[src/rtl/pwm_sample_buffer.sv]
// -----------------------------------------------------------------------------
// pwm_sample_buffer
//
// Purpose:
//   Takes 8-bit waveform samples from the CORDIC sample-select mux through a
//   valid/ready handshake and stores them in a small FIFO. It releases one
//   sample per PWM period as the new duty value, which drives a PWM DAC on the
//   PMOD audio pin. The output rate does not depend on how fast samples arrive.
//
// Parameters:
//   SAMPLE_W  - sample width; one PWM period is 2^SAMPLE_W ticks
//   DEPTH     - FIFO entries (power of two, >= 4)
//   PRESCALE  - clocks per PWM tick (>= 1)
//   SIGNED_IN - 1: s_data is two's complement and is converted to offset binary
//
// Ports:
//   clock          in   system clock
//   reset          in   asynchronous, active-high reset
//   s_valid        in   sample offered
//   s_data         in   sample value
//   s_ready        out  FIFO can accept; transfer on s_valid & s_ready
//   enable         in   run PWM; 0 = idle, output low
//   clear_underrun in   clears the sticky underrun flag
//   pwm            out  registered PWM output
//   period_strobe  out  one-cycle pulse when a new period (duty) starts
//   level          out  FIFO occupancy
//   underrun       out  sticky: period boundary reached with FIFO empty
// -----------------------------------------------------------------------------
module pwm_sample_buffer #(
  parameter int SAMPLE_W  = 8,
  parameter int DEPTH     = 8,
  parameter int PRESCALE  = 4,
  parameter int SIGNED_IN = 1
) (
  input  logic                     clock,
  input  logic                     reset,
  input  logic                     s_valid,
  input  logic [SAMPLE_W-1:0]      s_data,
  output logic                     s_ready,
  input  logic                     enable,
  input  logic                     clear_underrun,
  output logic                     pwm,
  output logic                     period_strobe,
  output logic [$clog2(DEPTH):0]   level,
  output logic                     underrun
);

  localparam int AW = $clog2(DEPTH);
  localparam int LW = AW + 1;
  localparam int PW = (PRESCALE > 1) ? $clog2(PRESCALE) : 1;

  localparam logic [SAMPLE_W-1:0] CNT_MAX  = '1;
  localparam logic [SAMPLE_W-1:0] MSB_MASK = {1'b1, {(SAMPLE_W-1){1'b0}}};
  localparam logic [LW-1:0]       LVL_FULL = LW'(DEPTH);
  localparam logic [LW-1:0]       LVL_HALF = LW'(DEPTH / 2);
  localparam logic [PW-1:0]       PRE_MAX  = PW'(PRESCALE - 1);

  typedef enum logic [1:0] {
    ST_IDLE  = 2'd0,
    ST_PRIME = 2'd1,
    ST_RUN   = 2'd2
  } state_t;

  // FIFO storage and pointers
  logic [SAMPLE_W-1:0] mem [DEPTH];
  logic [AW-1:0]       wr_ptr_q;
  logic [AW-1:0]       rd_ptr_q;
  logic [LW-1:0]       level_q;

  // PWM engine state
  state_t              state_q;
  logic [PW-1:0]       presc_q;
  logic [SAMPLE_W-1:0] cnt_q;
  logic [SAMPLE_W-1:0] duty_q;
  logic                pwm_q;
  logic                strobe_q;
  logic                underrun_q;

  logic [SAMPLE_W-1:0] wr_data;
  logic                push;
  logic                pop;
  logic                tick;
  logic                boundary;
  logic                level_nz;
  logic                underrun_set;

  // Two's complement to offset binary is simply an MSB flip.
  assign wr_data = (SIGNED_IN != 0) ? (s_data ^ MSB_MASK) : s_data;

  // Ready comes from the registered level only, so a pop at full frees the
  // slot one cycle later. Held low for as long as reset is asserted.
  assign s_ready  = (level_q != LVL_FULL) & ~reset;
  assign push     = s_valid & s_ready;

  assign level_nz = (level_q != '0);
  assign tick     = (presc_q == PRE_MAX);
  assign boundary = (state_q == ST_RUN) & tick & (cnt_q == CNT_MAX);

  // Pops only read stored entries, never the word being written this
  // cycle, so a boundary with an empty FIFO stays an underrun even if a
  // push lands at the same time.
  assign pop = enable & (((state_q == ST_PRIME) & (level_q >= LVL_HALF)) |
                         (boundary & level_nz));
  assign underrun_set = enable & boundary & ~level_nz;

  // Storage array has no reset so it can map onto distributed/block RAM.
  always_ff @(posedge clock) begin
    if (push) begin
      mem[wr_ptr_q] <= wr_data;
    end
  end

  always_ff @(posedge clock or posedge reset) begin
    if (reset) begin
      wr_ptr_q <= '0;
      rd_ptr_q <= '0;
      level_q  <= '0;
    end else begin
      if (push) begin
        wr_ptr_q <= wr_ptr_q + 1'b1;
      end
      if (pop) begin
        rd_ptr_q <= rd_ptr_q + 1'b1;
      end
      case ({push, pop})
        2'b10:   level_q <= level_q + 1'b1;
        2'b01:   level_q <= level_q - 1'b1;
        default: level_q <= level_q;
      endcase
    end
  end

  // PWM sequencer: IDLE -> PRIME (wait for half-full) -> RUN.
  always_ff @(posedge clock or posedge reset) begin
    if (reset) begin
      state_q    <= ST_IDLE;
      presc_q    <= '0;
      cnt_q      <= '0;
      duty_q     <= '0;
      pwm_q      <= 1'b0;
      strobe_q   <= 1'b0;
      underrun_q <= 1'b0;
    end else begin
      strobe_q <= 1'b0;
      // Gating with enable makes the output drop in the same cycle the
      // sequencer falls back to IDLE, not one cycle after.
      pwm_q <= (state_q == ST_RUN) & enable & (cnt_q < duty_q);
      // A new underrun beats a simultaneous clear so no event is lost.
      underrun_q <= underrun_set | (underrun_q & ~clear_underrun);

      case (state_q)
        ST_IDLE: begin
          presc_q <= '0;
          cnt_q   <= '0;
          if (enable) begin
            state_q <= ST_PRIME;
          end
        end

        ST_PRIME: begin
          presc_q <= '0;
          cnt_q   <= '0;
          if (!enable) begin
            state_q <= ST_IDLE;
          end else if (level_q >= LVL_HALF) begin
            state_q  <= ST_RUN;
            strobe_q <= 1'b1;
            duty_q   <= mem[rd_ptr_q];
          end
        end

        ST_RUN: begin
          if (!enable) begin
            state_q <= ST_IDLE;
            presc_q <= '0;
            cnt_q   <= '0;
          end else begin
            if (tick) begin
              presc_q <= '0;
              cnt_q   <= cnt_q + 1'b1;
            end else begin
              presc_q <= presc_q + 1'b1;
            end
            // On an empty boundary the previous duty is repeated.
            if (boundary) begin
              strobe_q <= 1'b1;
              if (level_nz) begin
                duty_q <= mem[rd_ptr_q];
              end
            end
          end
        end

        default: begin
          state_q <= ST_IDLE;
          presc_q <= '0;
          cnt_q   <= '0;
        end
      endcase
    end
  end

  assign pwm           = pwm_q;
  assign period_strobe = strobe_q;
  assign level         = level_q;
  assign underrun      = underrun_q;

endmodule
[config.mk]
export PLATFORM = sky130hd
export DESIGN_NAME = pwm_sample_buffer
export DESIGN_NICKNAME = d
export VERILOG_FILES = /design/src/rtl/pwm_sample_buffer.sv
export SDC_FILE = /design/constraint.sdc
export NUM_CORES = 1
export LEC_CHECK = 0
export ABC_AREA = 1
export BUFFER_PORTS_ARGS = -buffer_cell sky130_fd_sc_hd__buf_2
export CELL_PAD_IN_SITES_DETAIL_PLACEMENT = 1
export CELL_PAD_IN_SITES_GLOBAL_PLACEMENT = 1
export CORE_ASPECT_RATIO = 0.8
export CORE_UTILIZATION = 35
export CTS_CLUSTER_SIZE = 28
export DETAILED_ROUTE_END_ITERATION = 10
export GPL_ROUTABILITY_DRIVEN = 0
export PLACE_DENSITY_LB_ADDON = 0.1
export SLEW_MARGIN = 20
export SYNTH_ARGS = -nofsm -noshare
export SYNTH_HDL_FRONTEND = slang
export SYNTH_SLANG_ARGS = --single-unit
[constraint.sdc]
create_clock -name clock -period 6.1 [get_ports clock]
set_input_delay 0.61 -clock clock [delete_from_list [all_inputs] [get_ports clock]]
set_output_delay 0.61 -clock clock [all_outputs]
set_load 0.01 [all_outputs]
# Word level (Yosys, flattened, before mapping)
# Memories as Yosys holds them, arrays and structs flattened.
# Cells that the tools add are included.
# classes
bitwise_logic,18
n_reduce_logical,6
n_lt_le_gt_ge,2
mux,25
eq_ne,16
add_sub_neg,6
# ops
operator,n
$mux 8,8
$pmux 8 s2,1
$mux 2,7
$and 1x1->1,12
$ne 2x2->1 const B,6
$add 8x1->8 const B,1
$eq 8x8->1 const B,1
$lt 8x8->1,1
$pmux 4 s2,1
$add 3x1->3 const B,2
$eq 2x2->1 const B,3
$mux 1,6
$pmux 2 s3,1
$reduce_and 6->1,1
$add 4x1->4 const B,1
$eq 2x1->1 const B,2
$ge 4x3->1 const B,1
$ne 4x4->1 const B,1
$not 1->1,4
$reduce_bool 2->1,2
$reduce_bool 4->1,1
$sub 4x1->4 const B,1
$ne 3x2->1 const B,1
$ne 3x3->1 const B,1
other kinds (6),7
# totals
memories,1
word_cells,84
mem_bits_rw,64
inputBits,13
regBits,33
output_inout_bits,8
# mem_list
name,depth,word_bits,read_ports,rd_clocked_by_memory_dff,write_ports,line_no,text
mem,8,8,1,0,1,65,logic [SAMPLE_W-1:0] mem [DEPTH];

# Logic depth before layout (Yosys ltp)
# Gate-level depths: netlist of the first run.
# logic_depth
word_depth,8
ltp_mapped,15

# Worst setup path after synthesis of the first run
# OpenSTA, ideal clock, no wires.
# synth_timing
kind,register to register
start,register state_q[0]
end,register level_q[3] (netlist: level[3])
arrival_time_ns,2.228
required_ns,5.979
slack_ns,3.751
n_path_buf,0
stages_incl_launch_ff,16
path_cell_list,dfrtp_1 inv_1 ha_1 nand2_1 nor2_2 nand3_1 nand2_2 nand2_1 inv_1 ha_1 ha_1 nand2_1 nand2_1 o21a_1 o21bai_1 nand2_1
# synth_via
elab_chain_cells,8
elab_cells_between_ends,12
classes_between,4 x eq/ne; 1 x mux; 6 x bitwise; 1 x reduce/logical
# synth_lines
item,line_no,text
from (decl),71,state_t state_q;
from (signal assigned),136,state_q <= ST_IDLE;
from (signal assigned),156,state_q <= ST_PRIME;
from (signal assigned),164,state_q <= ST_IDLE;
$eq 2x2->1,97,assign boundary = (state_q == ST_RUN) & tick & (cnt_q == CNT_MAX);
$and 1x1->1 (2 in a row),97,
$and 1x1->1,103,(boundary & level_nz));
$or 1x1->1 *,102,assign pop = enable & (((state_q == ST_PRIME) & (level_q >= LVL_HALF)) |
$and 1x1->1 *,102,
net pop,81,logic pop;
$eq 2x1->1 / $eq 2x2->1 (equally long branches),125,"case ({push, pop})"
$pmux 4 s2 / $reduce_bool 2->1 (equally long branches),n/a,
to (signal assigned),126,2'b10: level_q <= level_q + 1'b1;
to (signal assigned),127,2'b01: level_q <= level_q - 1'b1;
to (signal assigned),128,default: level_q <= level_q;
to (decl),68,logic [LW-1:0] level_q;
# Mark *: on every way through the listed nets, which the timed path passes. The rest lies on a longest branch.
# A chain may end at the register's enable or synchronous reset.

# Final worst setup path of the first run
# Same ends and word-level chain as after synthesis.

==> results of run 1 <==
-- cell usage in the layout, fill, tap and decap left out, types with 9 or more instances in the layout --
cell type / instances
nor2_1: 21
o21ai_0: 17
ha_1: 17
nand3_1: 11
buf_4: 10
clkbuf_16: 9
dfrtp_1: 33
nand2_1: 193
inv_1: 33
edfxtp_1: 64
buf_2: 20
-- cell families (layout without fill, tap and decap cells) --
logic type	count (synthesis)	in the layout	share of synthesized area [%]
compound gates	43	43	5.98
fa+ha+maj	18	18	5.17
flops	97	97	61.1
simple gates	246	246	21.8
buf+inv	49	81	4.61
xor+xnor	7	7	1.36
-- worst reg2reg max path, stage by stage, from the launching register on --
cell and delay [ns]:
dfrtp_1 0.38, inv_1 0.11, ha_1 0.29, nand2_1 0.10, nor2_2 0.15, nand3_1 0.17, nand2_2 0.13, nand2_1 0.11
inv_1 0.07, ha_1 0.24, ha_1 0.30, nand2_1 0.08, nand2_1 0.06, o21a_1 0.18, o21bai_1 0.13, nand2_1 0.07
-- path summary, 6_finish.rpt --
check | start | end | depth (start not counted)
max | state_q[0]$_DFFE_PP0P_ | level[3]$_DFFE_PP0P_ | 15
min | reset | wr_ptr_q[0]$_DFFE_PP0P_ | 3
max reg2reg | state_q[0]$_DFFE_PP0P_ | level[3]$_DFFE_PP0P_ | 15
min reg2reg | presc_q[0]$_DFF_PP0_ | presc_q[0]$_DFF_PP0_ | 1
max in group asynchronous | reset | duty_q[7]$_DFFE_PP0P_ | 3
min in group clock | presc_q[0]$_DFF_PP0_ | presc_q[0]$_DFF_PP0_ | 1
-- layer usage --
metal | GRT usage (%) | wire length [µm]
met1 | 23.3 | 4920
met2 | 29.6 | 4800
met3 | 4.37 | 410
met4 | 5.16 | 118
met5 | 0 | 0
-- stage by stage --
step	hold slack, ns	std cells	util [%]
floorplan	0.410	460	-
global placement	0.418	649	39.1
detailed placement	0.434	649	39.1
CTS	0.402	663	41.5
global route	0.431	663	41.5
finish	0.390	663	41.5
-- registers in the layout, indices dropped and copies added (netlist names) --
name           flops
pwm                1
underrun           1
wr_ptr_q           3
state_q            2
mem               64
rd_ptr_q           3
duty_q             8
period_strobe      1
presc_q            2
level              4
cnt_q              8
-- where the power goes --
| group | internal (µW) | switching [µW] | total, µW |
|---|---|---|---|
| clock | 351 | 230 | 581 |
| sequential | 800 | 71.9 | 872 |
| combinational | 224 | 472 | 697 |
| total | 1380 | 775 | 2150 |
-- area by class of cell --
type,instances,area (µm²),share of cell area (%)
Clock buffer,9,225,4.40
Clock inverter,5,72.6,1.42
Inverter,37,139,2.71
Multi-Input combinational cell,314,1550,30.3
Sequential cell,97,2750,53.6
Tap cell,171,214,4.18
Timing Repair Buffer,30,175,3.42
==> impl_metrics.env, run 1 <==
export IMPL_status="finished, final reports clean"
export IMPL_fin_nets=520
export IMPL_netlist_instances=460
export IMPL_synth_edf_count=64
export IMPL_io_pins=21
export IMPL_cp_top_family="simple AND/OR/NAND/NOR gates"
export IMPL_place_port_buffers=20
export IMPL_cts_tree="done"
export IMPL_total_power_uw=2150
export IMPL_gr_total_overflow=0
export IMPL_post_route_period_util_pct=43.5
export IMPL_powerDensity_nw_per_um2=420
export IMPL_slew_headroom_pct=37.2
export IMPL_p_leak_uw=0.00227
export IMPL_hold_viol=0
export IMPL_clk_pin_slew_ns=0.06
export IMPL_grt_pass1_wl_um=17400
export IMPL_peakVddDrop_mv=0.186
export IMPL_max_stage_delay_ns=0.38
export IMPL_final_area_um2=5120
export IMPL_drv_slew=0
export IMPL_cts_setup_buffers=0
export IMPL_synth_area_top_cells="edfxtp_1, dfrtp_1, nand2_1"
export IMPL_cts_sinks=97
export IMPL_worst_setup_path_type="register to register"
export IMPL_vias=3149
export IMPL_drt_first_pass_iters=4
export IMPL_rrSetupSlack_ns=3.45
export IMPL_clock_latency_ns=0.34
export IMPL_drt_wirelength_per_cell_um=15.5
export IMPL_die_h_um=103
export IMPL_period_needed_ns=2.65
export IMPL_htree_levels=3
export IMPL_holdBufCountCts=0
export IMPL_routed_wirelength_um=10200
export IMPL_design_die_area_um2=13300
export IMPL_endpoint_kind="register"
export IMPL_async_reset_ff_share_pct=34.0
export IMPL_hp_class="primary input to asynchronous set/reset pin"
export IMPL_num_antenna_cells=0
export IMPL_synth_top_area_share_pct=42.7
export IMPL_dp_hpwl_um=6990
export IMPL_max_freq_ghz=0.377
export IMPL_drtIter0Drc=133
export IMPL_ys_ff_latch=97
export IMPL_synth_most_common_cell="nand2_1"
export IMPL_fin_skew_ns=0.00501
export IMPL_clock_path_buffers=2
export IMPL_worst_ep_required_time_ns=6.33
export IMPL_setup_ws_ns=3.45
export IMPL_numCtsBuffers=9
export IMPL_detail_route_antenna_nets=0
export IMPL_rows=36
export IMPL_synth_avg_cell_area_um2=9.78
export IMPL_core_um2=12300
export IMPL_synth_main_ff_cell="edfxtp_1"
export IMPL_setup_tns_final_ns=0
export IMPL_crit_slowest_cell="dfrtp_1"
export IMPL_cp_num_buf_inv=2
export IMPL_start_util_pct=36.5
export IMPL_grt_max_degree=36
export IMPL_preCtsSetupSlack_ns=3.44
export IMPL_worstMarginPinSlew_ns=0.937
export IMPL_root_buffer="clkbuf_16"
export IMPL_synth_top_cell_by_area="edfxtp_1"
export IMPL_rsz0062_at_grt="false"
export IMPL_crit_arrival_ns=2.88
export IMPL_die_x_um=129
export IMPL_yosys_warnings=0
export IMPL_cp_start_kind="register"
export IMPL_synth_area_um2=4500
export IMPL_path_common_cell="nand2_1"
export IMPL_area_growth_syn_to_layout_pct=13.8
export IMPL_nFillCells=1436
export IMPL_placedInstanceArea_um2=4830
export IMPL_yosysSeqAreaShare_pct=61.1
export IMPL_syn_num_nets=491
export IMPL_drive_gt1_share_pct=12.4
export IMPL_track_usage_pct=17.8
export IMPL_max_cap_violations=0
export IMPL_synth_common_cells="nand2_1, edfxtp_1, dfrtp_1, inv_1, nor2_1"
export IMPL_drc=0
export IMPL_ctsResizeCount=0
export IMPL_antenna_found_initial=0
export IMPL_grt_pass1_vias=3344
export IMPL_setup_viol=0
export IMPL_crit_chain="inv_1, ha_1, nand2_1, nor2_2, nand3_1, nand2_2, nand2_1, inv_1, ha_1, ha_1, nand2_1, nand2_1, o21a_1, o21bai_1, nand2_1"
export IMPL_vias_per_cell=4.75
export IMPL_cp_max_fo=4
export IMPL_yosysUniqueCellTypes=32
No activity file was read; power rests on OpenSTA's default activity.
==> run 2: changes to the inputs <==
--- a/config.mk
+++ b/config.mk
@@ -5,7 +5,7 @@
 export SDC_FILE = /design/constraint.sdc
 export NUM_CORES = 1
 export LEC_CHECK = 0
-export ABC_AREA = 1
+export ABC_AREA = 0
 export BUFFER_PORTS_ARGS = -buffer_cell sky130_fd_sc_hd__buf_2
 export CELL_PAD_IN_SITES_DETAIL_PLACEMENT = 1
 export CELL_PAD_IN_SITES_GLOBAL_PLACEMENT = 1
==> constraint.sdc (replaced) <==
create_clock -name clock -period 2.36 [get_ports clock]
set_input_delay 0.236 -clock clock [delete_from_list [all_inputs] [get_ports clock]]
set_output_delay 0.236 -clock clock [all_outputs]
set_load 0.01 [all_outputs]
==> run 2 against run 1 <==
Compared with the run above:
- setup slack got worse by 3.5 ns
- sequential power rose to 2.6 times the previous value
- worst hold slack got worse by 0.37 ns
- the flow now finishes with violations (negative setup slack)
- design area rose by 1.5%
- via count fell by 24%
- non-clock buffer count rose by 24
- largest cell class unchanged
- clock power rose to 2.6 times the previous value
- global-route usage fell by 2.5 points
- clock skew rose by 0.0038 ns
- first-iteration DRC count rose by 19%
- die area fell by 4.4%
- flip-flop and latch count did not move
==> impl_metrics.env, run 2 <==
export IMPL_synth_top_cell_by_area="edfxtp_1"
export IMPL_design_die_area_um2=12700
export IMPL_layout_commonest_cell="edfxtp_1"
export IMPL_setup_viol=1
export IMPL_largest_reg_flops=64
export IMPL_slew_headroom_pct=60.2
export IMPL_clock_path_buffers=2
export IMPL_worst_setup_path_type="register to register"
export IMPL_wl_met2_um=3910
export IMPL_p_switching_uw=1810
export IMPL_synth_edf_count=64
export IMPL_wl_met3_um=233
export IMPL_routed_top_layer="met4"
export IMPL_synth_most_common_cell="edfxtp_1"
export IMPL_top_register="mem"
export IMPL_muxShareOfSynthArea_pct=13.0
export IMPL_post_route_period_util_pct=100
export IMPL_gr_total_overflow=0
export IMPL_grt_pass1_vias=2585
export IMPL_synth_avg_cell_area_um2=15.4
export IMPL_peakVddDrop_mv=0.422
export IMPL_reg2reg_from="level[0]$_DFFE_PP0P_"
export IMPL_drt_first_pass_iters=4
export IMPL_cts_sinks=97
export IMPL_synth_main_ff_cell="edfxtp_1"
export IMPL_pwr_share_clk_pct=26.1
export IMPL_max_freq_ghz=0.423
export IMPL_io_pins=21
export IMPL_max_stage_delay_ns=0.42
export IMPL_most_common_layout_cells="edfxtp_1, buf_4, dfrtp_1"
export IMPL_rows=35
export IMPL_routed_wirelength_um=8890
export IMPL_holdBufCountCts=0
export IMPL_core_um2=11700
export IMPL_p_leak_uw=0.00206
export IMPL_cp_top_family="simple AND/OR/NAND/NOR gates"
export IMPL_cp_num_buf_inv=2
export IMPL_dp_hpwl_um=6230
export IMPL_yosysUniqueCellTypes=44
export IMPL_synthAdderAreaFrac_pct=5.41
export IMPL_fin_nets=366
export IMPL_detail_route_antenna_nets=0
export IMPL_fin_skew_ns=0.00882
export IMPL_root_buffer="clkbuf_16"
export IMPL_powerDensity_nw_per_um2=1100
export IMPL_p_sw_share_pct=31.6
export IMPL_synth_area_top_cells="edfxtp_1, dfrtp_1, mux4_2"
export IMPL_crit_chain="buf_4, nor4_4, nor4_4, nor2_2, inv_2, ha_4, ha_4, a21o_1, a21oi_1, or4_1, nand3_1"
export IMPL_setup_tns_final_ns=-0.00191
export IMPL_startpoint="level[0]$_DFFE_PP0P_"
export IMPL_r2r_cells=11
export IMPL_area_growth_syn_to_layout_pct=20.9
export IMPL_synth_simple_area_share_pct=8.06
export IMPL_drt_wirelength_per_cell_um=18.2
export IMPL_htree_levels=3
export IMPL_ys_ff_latch=97
export IMPL_vias=2395
export IMPL_antenna_found_initial=0
export IMPL_track_usage_pct=15.4
export IMPL_grt_max_degree=34
export IMPL_crit_slowest_cell="or4_1"
export IMPL_violations="negative setup slack"
export IMPL_cp_start_kind="register"
export IMPL_synth_compound_area_share_pct=4.34
export IMPL_crit_cells=11
export IMPL_synth_common_cells="edfxtp_1, dfrtp_1, nor2_1"
export IMPL_setup_ws_ns=-0.00191
export IMPL_cts_tree="done"
export IMPL_clk_pin_slew_ns=0.07
export IMPL_drtIter0Drc=158
export IMPL_syn_num_nets=310
export IMPL_worstMarginPinSlew_ns=0.596
export IMPL_synth_top_family_by_area="multiplexers"
export IMPL_start_util_pct=36.6
export IMPL_die_x_um=126
export IMPL_combPwrFrac_pct=33.7
export IMPL_rsz0062_at_grt="true"
export IMPL_status="finished, violations left"
export IMPL_num_antenna_cells=0
export IMPL_grt_pass1_wl_um=14400
export IMPL_max_cap_violations=0
export IMPL_async_reset_ff_share_pct=34.0
export IMPL_synth_area_um2=4300
export IMPL_vias_per_cell=4.91
export IMPL_crit_arrival_ns=2.64
export IMPL_period_needed_ns=2.36
export IMPL_met1Wirelength_um=4650
export IMPL_drc=0
export IMPL_endpoint_kind="register"
export IMPL_clock_latency_ns=0.34
export IMPL_numCtsBuffers=9
export IMPL_drive_gt1_share_pct=34.1
export IMPL_seq_power_share_pct=40.2
export IMPL_worst_ep_required_time_ns=2.64
export IMPL_top_regs="mem (64), cnt_q (8), duty_q (8)"
export IMPL_yosysSeqAreaShare_pct=63.9
export IMPL_cp_max_fo=5
export IMPL_synth_xor_xnor_area_share_pct=2.65
export IMPL_die_h_um=101
export IMPL_hold_viol=0
export IMPL_netlist_instances=279
export IMPL_hp_class="primary input to asynchronous set/reset pin"
export IMPL_synth_top_area_share_pct=44.7
export IMPL_p_int_uw=3910
export IMPL_drv_slew=0
export IMPL_yosys_warnings=0
export IMPL_place_port_buffers=20
export IMPL_final_core_util_pct=44.3
run 2: layout make-up:
cell class	instances	area (µm²)
Multi-Input combinational cell	154	1530
Clock buffer	11	243
Fill cell	1191	6540
Sequential cell	97	2750
Inverter	19	71.3
Clock inverter	5	62.6
Tap cell	148	185
Timing Repair Buffer	54	355
run 2: logic make-up after synthesis:
| kind of cell | Yosys count |
|---|---|
| xor gates and xnor gates | 13 |
| muxes | 35 |
| AOI/OAI and AO/OA | 24 |
| DFF | 97 |
| and+or+nand+nor | 64 |
| adders and majority gates | 18 |
| buffers and inverters | 28 |
run 2: tightest hold or removal path: cells and delay by family:
| kind | cells | cell delay, ns |
|---|---|---|
| buffers and inverters | 3 | 0.56 |
run 2: stage by stage:
| stage | cell area, µm² | hold slack (ns) | std cells | power [µW] | setup slack, ns |
|---|---|---|---|---|---|
| finish | 5200 | 0.0192 | 488 | 5720 | -0.00191 |
| global route | 5200 | 0.0659 | 488 | 6050 | -0.105 |
| CTS | 5160 | 0.0340 | 487 | 5740 | -0.00826 |
| detailed placement | 4820 | 0.406 | 468 | 4180 | -0.0683 |
| global placement | 4820 | 0.394 | 468 | 4130 | 0.0192 |
| floorplan | 4360 | 0.335 | 279 | 3550 | 0.0181 |
run 2: final timing paths:
check                                           to  slack [ns]
setup / recovery              level[3]$_DFFE_PP0P_      -0.002
hold / removal             wr_ptr_q[2]$_DFFE_PP0P_        0.02
setup reg to reg              level[3]$_DFFE_PP0P_      -0.002
hold reg to reg               presc_q[0]$_DFF_PP0_        0.44
max in group asynchronous     level[2]$_DFFE_PP0P_        2.00
min in group clock              underrun$_DFF_PP0_        0.09
run 2: routing by layer:
layer / up-vias / GRT usage (%)
met1: 1212 / 22.0
met4: 0 / 3.61
met3: 7 / 4.12
li1: 1151 / -
met5: - / 0
met2: 25 / 23.3
run 2: power groups by stage:
stage          Combinational, µW  Sequential, µW  Clock, µW
6_report                    1920            2300       1490
5_1_grt                     2120            2340       1590
4_1_cts                     1910            2300       1540
3_5_place_dp                1840            2340          0
3_3_place_gp                1800            2330          0
2_1_floorplan               1260            2290          0
run 2: repair_timing:
action	4_1_cts	5_1_grt
pin swaps	4	2
buffers inserted	3	1
resized for setup	4	9
endpoints found under the setup margin	1	31
==> run 3: changes to the inputs <==
--- a/config.mk
+++ b/config.mk
@@ -15,6 +15,7 @@
 export DETAILED_ROUTE_END_ITERATION = 10
 export GPL_ROUTABILITY_DRIVEN = 0
 export PLACE_DENSITY_LB_ADDON = 0.1
+export REMOVE_ABC_BUFFERS = 1
 export SLEW_MARGIN = 20
 export SYNTH_ARGS = -nofsm -noshare
 export SYNTH_HDL_FRONTEND = slang
==> run 3 against run 2 <==
Compared with the run above:
- the run still ends with negative setup slack left
- die area did not move
- first-iteration DRC count decreased by 62%
- combinational power up 6%
- clock-buffer cell count is 2 lower
- critical endpoint unchanged
==> impl_metrics.env, run 3 (synthesis results as in run 2) <==
export IMPL_most_common_layout_cells="edfxtp_1, buf_4, dfrtp_1"
export IMPL_max_cap_violations=0
export IMPL_p_int_uw=3970
export IMPL_detail_route_antenna_nets=0
export IMPL_grt_pass1_wl_um=14700
export IMPL_worstMarginPinSlew_ns=0.469
export IMPL_slew_headroom_pct=68.7
export IMPL_startpoint="state_q[0]$_DFFE_PP0P_"
export IMPL_setup_ws_ns=-0.0188
export IMPL_clk_pin_slew_ns=0.07
export IMPL_r2r_cells=13
export IMPL_max_stage_delay_ns=0.39
export IMPL_setup_viol=1
export IMPL_cp_max_fo=2
export IMPL_period_needed_ns=2.38
export IMPL_fin_nets=384
export IMPL_root_buffer="clkbuf_16"
export IMPL_crit_chain="inv_2, ha_4, nand2_4, nor4_4, buf_4, nor2_4, inv_2, ha_4, ha_4, a21o_1, a2111oi_2, nand4b_1, nand3_1"
export IMPL_gr_total_overflow=0
export IMPL_nFillCells=1204
export IMPL_endpoint_kind="register"
export IMPL_top_register="mem"
export IMPL_numCtsBuffers=9
export IMPL_crit_arrival_ns=2.61
export IMPL_dp_hpwl_um=6240
export IMPL_cp_start_kind="register"
export IMPL_cts_tree="done"
export IMPL_core_um2=11700
export IMPL_combPwrFrac_pct=35.0
export IMPL_antenna_found_initial=0
export IMPL_p_switching_uw=1840
export IMPL_crit_slowest_cell="dfrtp_1"
export IMPL_drtIter0Drc=60
export IMPL_hold_viol=0
export IMPL_peakVddDrop_mv=0.472
export IMPL_grt_max_degree=34
export IMPL_violations="negative setup slack"
export IMPL_setup_tns_final_ns=-0.0188
export IMPL_clock_path_buffers=2
export IMPL_grt_pass1_vias=2672
export IMPL_seq_power_share_pct=39.5
export IMPL_track_usage_pct=15.6
export IMPL_timing_rr_end="level[3]$_DFFE_PP0P_"
export IMPL_die_x_um=126
export IMPL_fin_skew_ns=0.00784
export IMPL_drive_gt1_share_pct=37.4
export IMPL_pwr_share_clk_pct=25.5
export IMPL_layout_commonest_cell="edfxtp_1"
export IMPL_drt_first_pass_iters=4
export IMPL_p_leak_uw=0.00217
export IMPL_endpoint="level[3]$_DFFE_PP0P_"
export IMPL_rows=35
export IMPL_worst_ep_required_time_ns=2.59
export IMPL_rrSetupSlack_ns=-0.02
export IMPL_largest_reg_flops=64
export IMPL_die_h_um=101
export IMPL_post_route_period_util_pct=101
export IMPL_vias_per_cell=4.91
export IMPL_status="finished, violations left"
export IMPL_io_pins=21
export IMPL_routed_wirelength_um=8920
export IMPL_clock_latency_ns=0.34
export IMPL_total_power_uw=5810
export IMPL_htree_levels=3
export IMPL_start_util_pct=36.6
export IMPL_drt_wirelength_per_cell_um=17.6
export IMPL_path_common_cell="ha_4"
export IMPL_cts_sinks=97
export IMPL_place_port_buffers=20
export IMPL_area_growth_syn_to_layout_pct=25.3
export IMPL_num_antenna_cells=0
export IMPL_hp_class="primary input to asynchronous set/reset pin"
export IMPL_drv_slew=0
export IMPL_design_die_area_um2=12700
export IMPL_reg2reg_from="state_q[0]$_DFFE_PP0P_"
export IMPL_max_freq_ghz=0.420
export IMPL_top_regs="mem (64), cnt_q (8), duty_q (8)"
export IMPL_drc=0
export IMPL_rsz0062_at_grt="true"
export IMPL_worst_setup_path_type="register to register"
export IMPL_p_sw_share_pct=31.6
export IMPL_powerDensity_nw_per_um2=1080
export IMPL_vias=2484
==> run 3: cell types whose count changed in the layout (fill, tap and decap cells not counted), moves of 2 or more <==
cell        delta
o21ai_0        -2
nor2_2         -5
ha_4           +4
ha_2           -3
o21ai_1        +2
inv_6          +2
buf_4         +17
nor2_1         +4
clkinvlp_4     -2
==> run 3: layout make-up <==
cell class	instances	area [µm²]	area share, %
Tap cell	148	185	3.44
Inverter	19	71.3	1.32
Clock inverter	7	73.8	1.37
Clock buffer	9	225	4.18
Sequential cell	97	2750	51.0
Multi-Input combinational cell	154	1590	29.5
Timing Repair Buffer	72	494	9.17
==> run 3: how the worst min path moves through the flow <==
stage	slack, ns	depth (start not counted)	startpoint	end
2_1_floorplan	0.33	1	clear_underrun	underrun$_DFF_PP0_
3_3_place_gp	0.40	3	reset	wr_ptr_q[0]$_DFFE_PP0P_
3_5_place_dp	0.40	3	reset	wr_ptr_q[0]$_DFFE_PP0P_
4_1_cts	0.02	3	reset	wr_ptr_q[0]$_DFFE_PP0P_
5_1_grt	0.05	3	reset	wr_ptr_q[1]$_DFFE_PP0P_
6_report	0.02	3	reset	wr_ptr_q[0]$_DFFE_PP0P_
==> run 3: metal layers <==
layer | share of wire [%] | global-route usage, %
met3 | 2.5 | 3.75
met5 | 0 | 0
met1 | 50 | 21.6
met4 | 1.1 | 5.00
met2 | 46 | 24.5
==> run 3: critical path: cells and delay by family (launching register included) <==
family / cells / cell delay [ns]
flip-flops: 1 / 0.39
buffers and inverters: 3 / 0.30
AO/OA/AOI/OAI: 2 / 0.55
AND/OR/NAND/NOR: 5 / 0.54
adder cells (fa/ha/maj): 3 / 0.47
==> run 3: what timing repair did <==
| item | CTS | global route |
|---|---|---|
| pin swaps | 9 | 8 |
| hold buffers | 0 | 0 |
| endpoints found under the setup margin | 2 | 3 |
| gates resized for setup | 15 | 17 |
| buffers inserted | 3 | 5 |
==> run 3: power by group through the flow <==
| stage | registers [µW] | logic, µW | clock network [µW] |
|---|---|---|---|
| 6_report | 2300 | 2030 | 1480 |
| 5_1_grt | 2340 | 2270 | 1590 |
| 4_1_cts | 2300 | 1920 | 1540 |
| 3_5_place_dp | 2320 | 1840 | 0 |
| 3_3_place_gp | 2310 | 1810 | 0 |
| 2_1_floorplan | 2390 | 1060 | 0 |
==> run 3: through the flow <==
stage / setup WS [ns] / hold slack, ns / utilization [%] / cells / area [µm²]
after detailed placement: -0.187 / 0.400 / 41.5 / 482 / 4870
after CTS: -0.0358 / 0.0214 / 45.0 / 501 / 5280
after global routing: -0.168 / 0.0468 / 45.9 / 506 / 5390
after floorplan: -0.455 / 0.335 / - / 270 / 4260
final: -0.0188 / 0.0204 / 45.9 / 506 / 5390
after global placement: -0.0647 / 0.396 / 41.5 / 482 / 4870
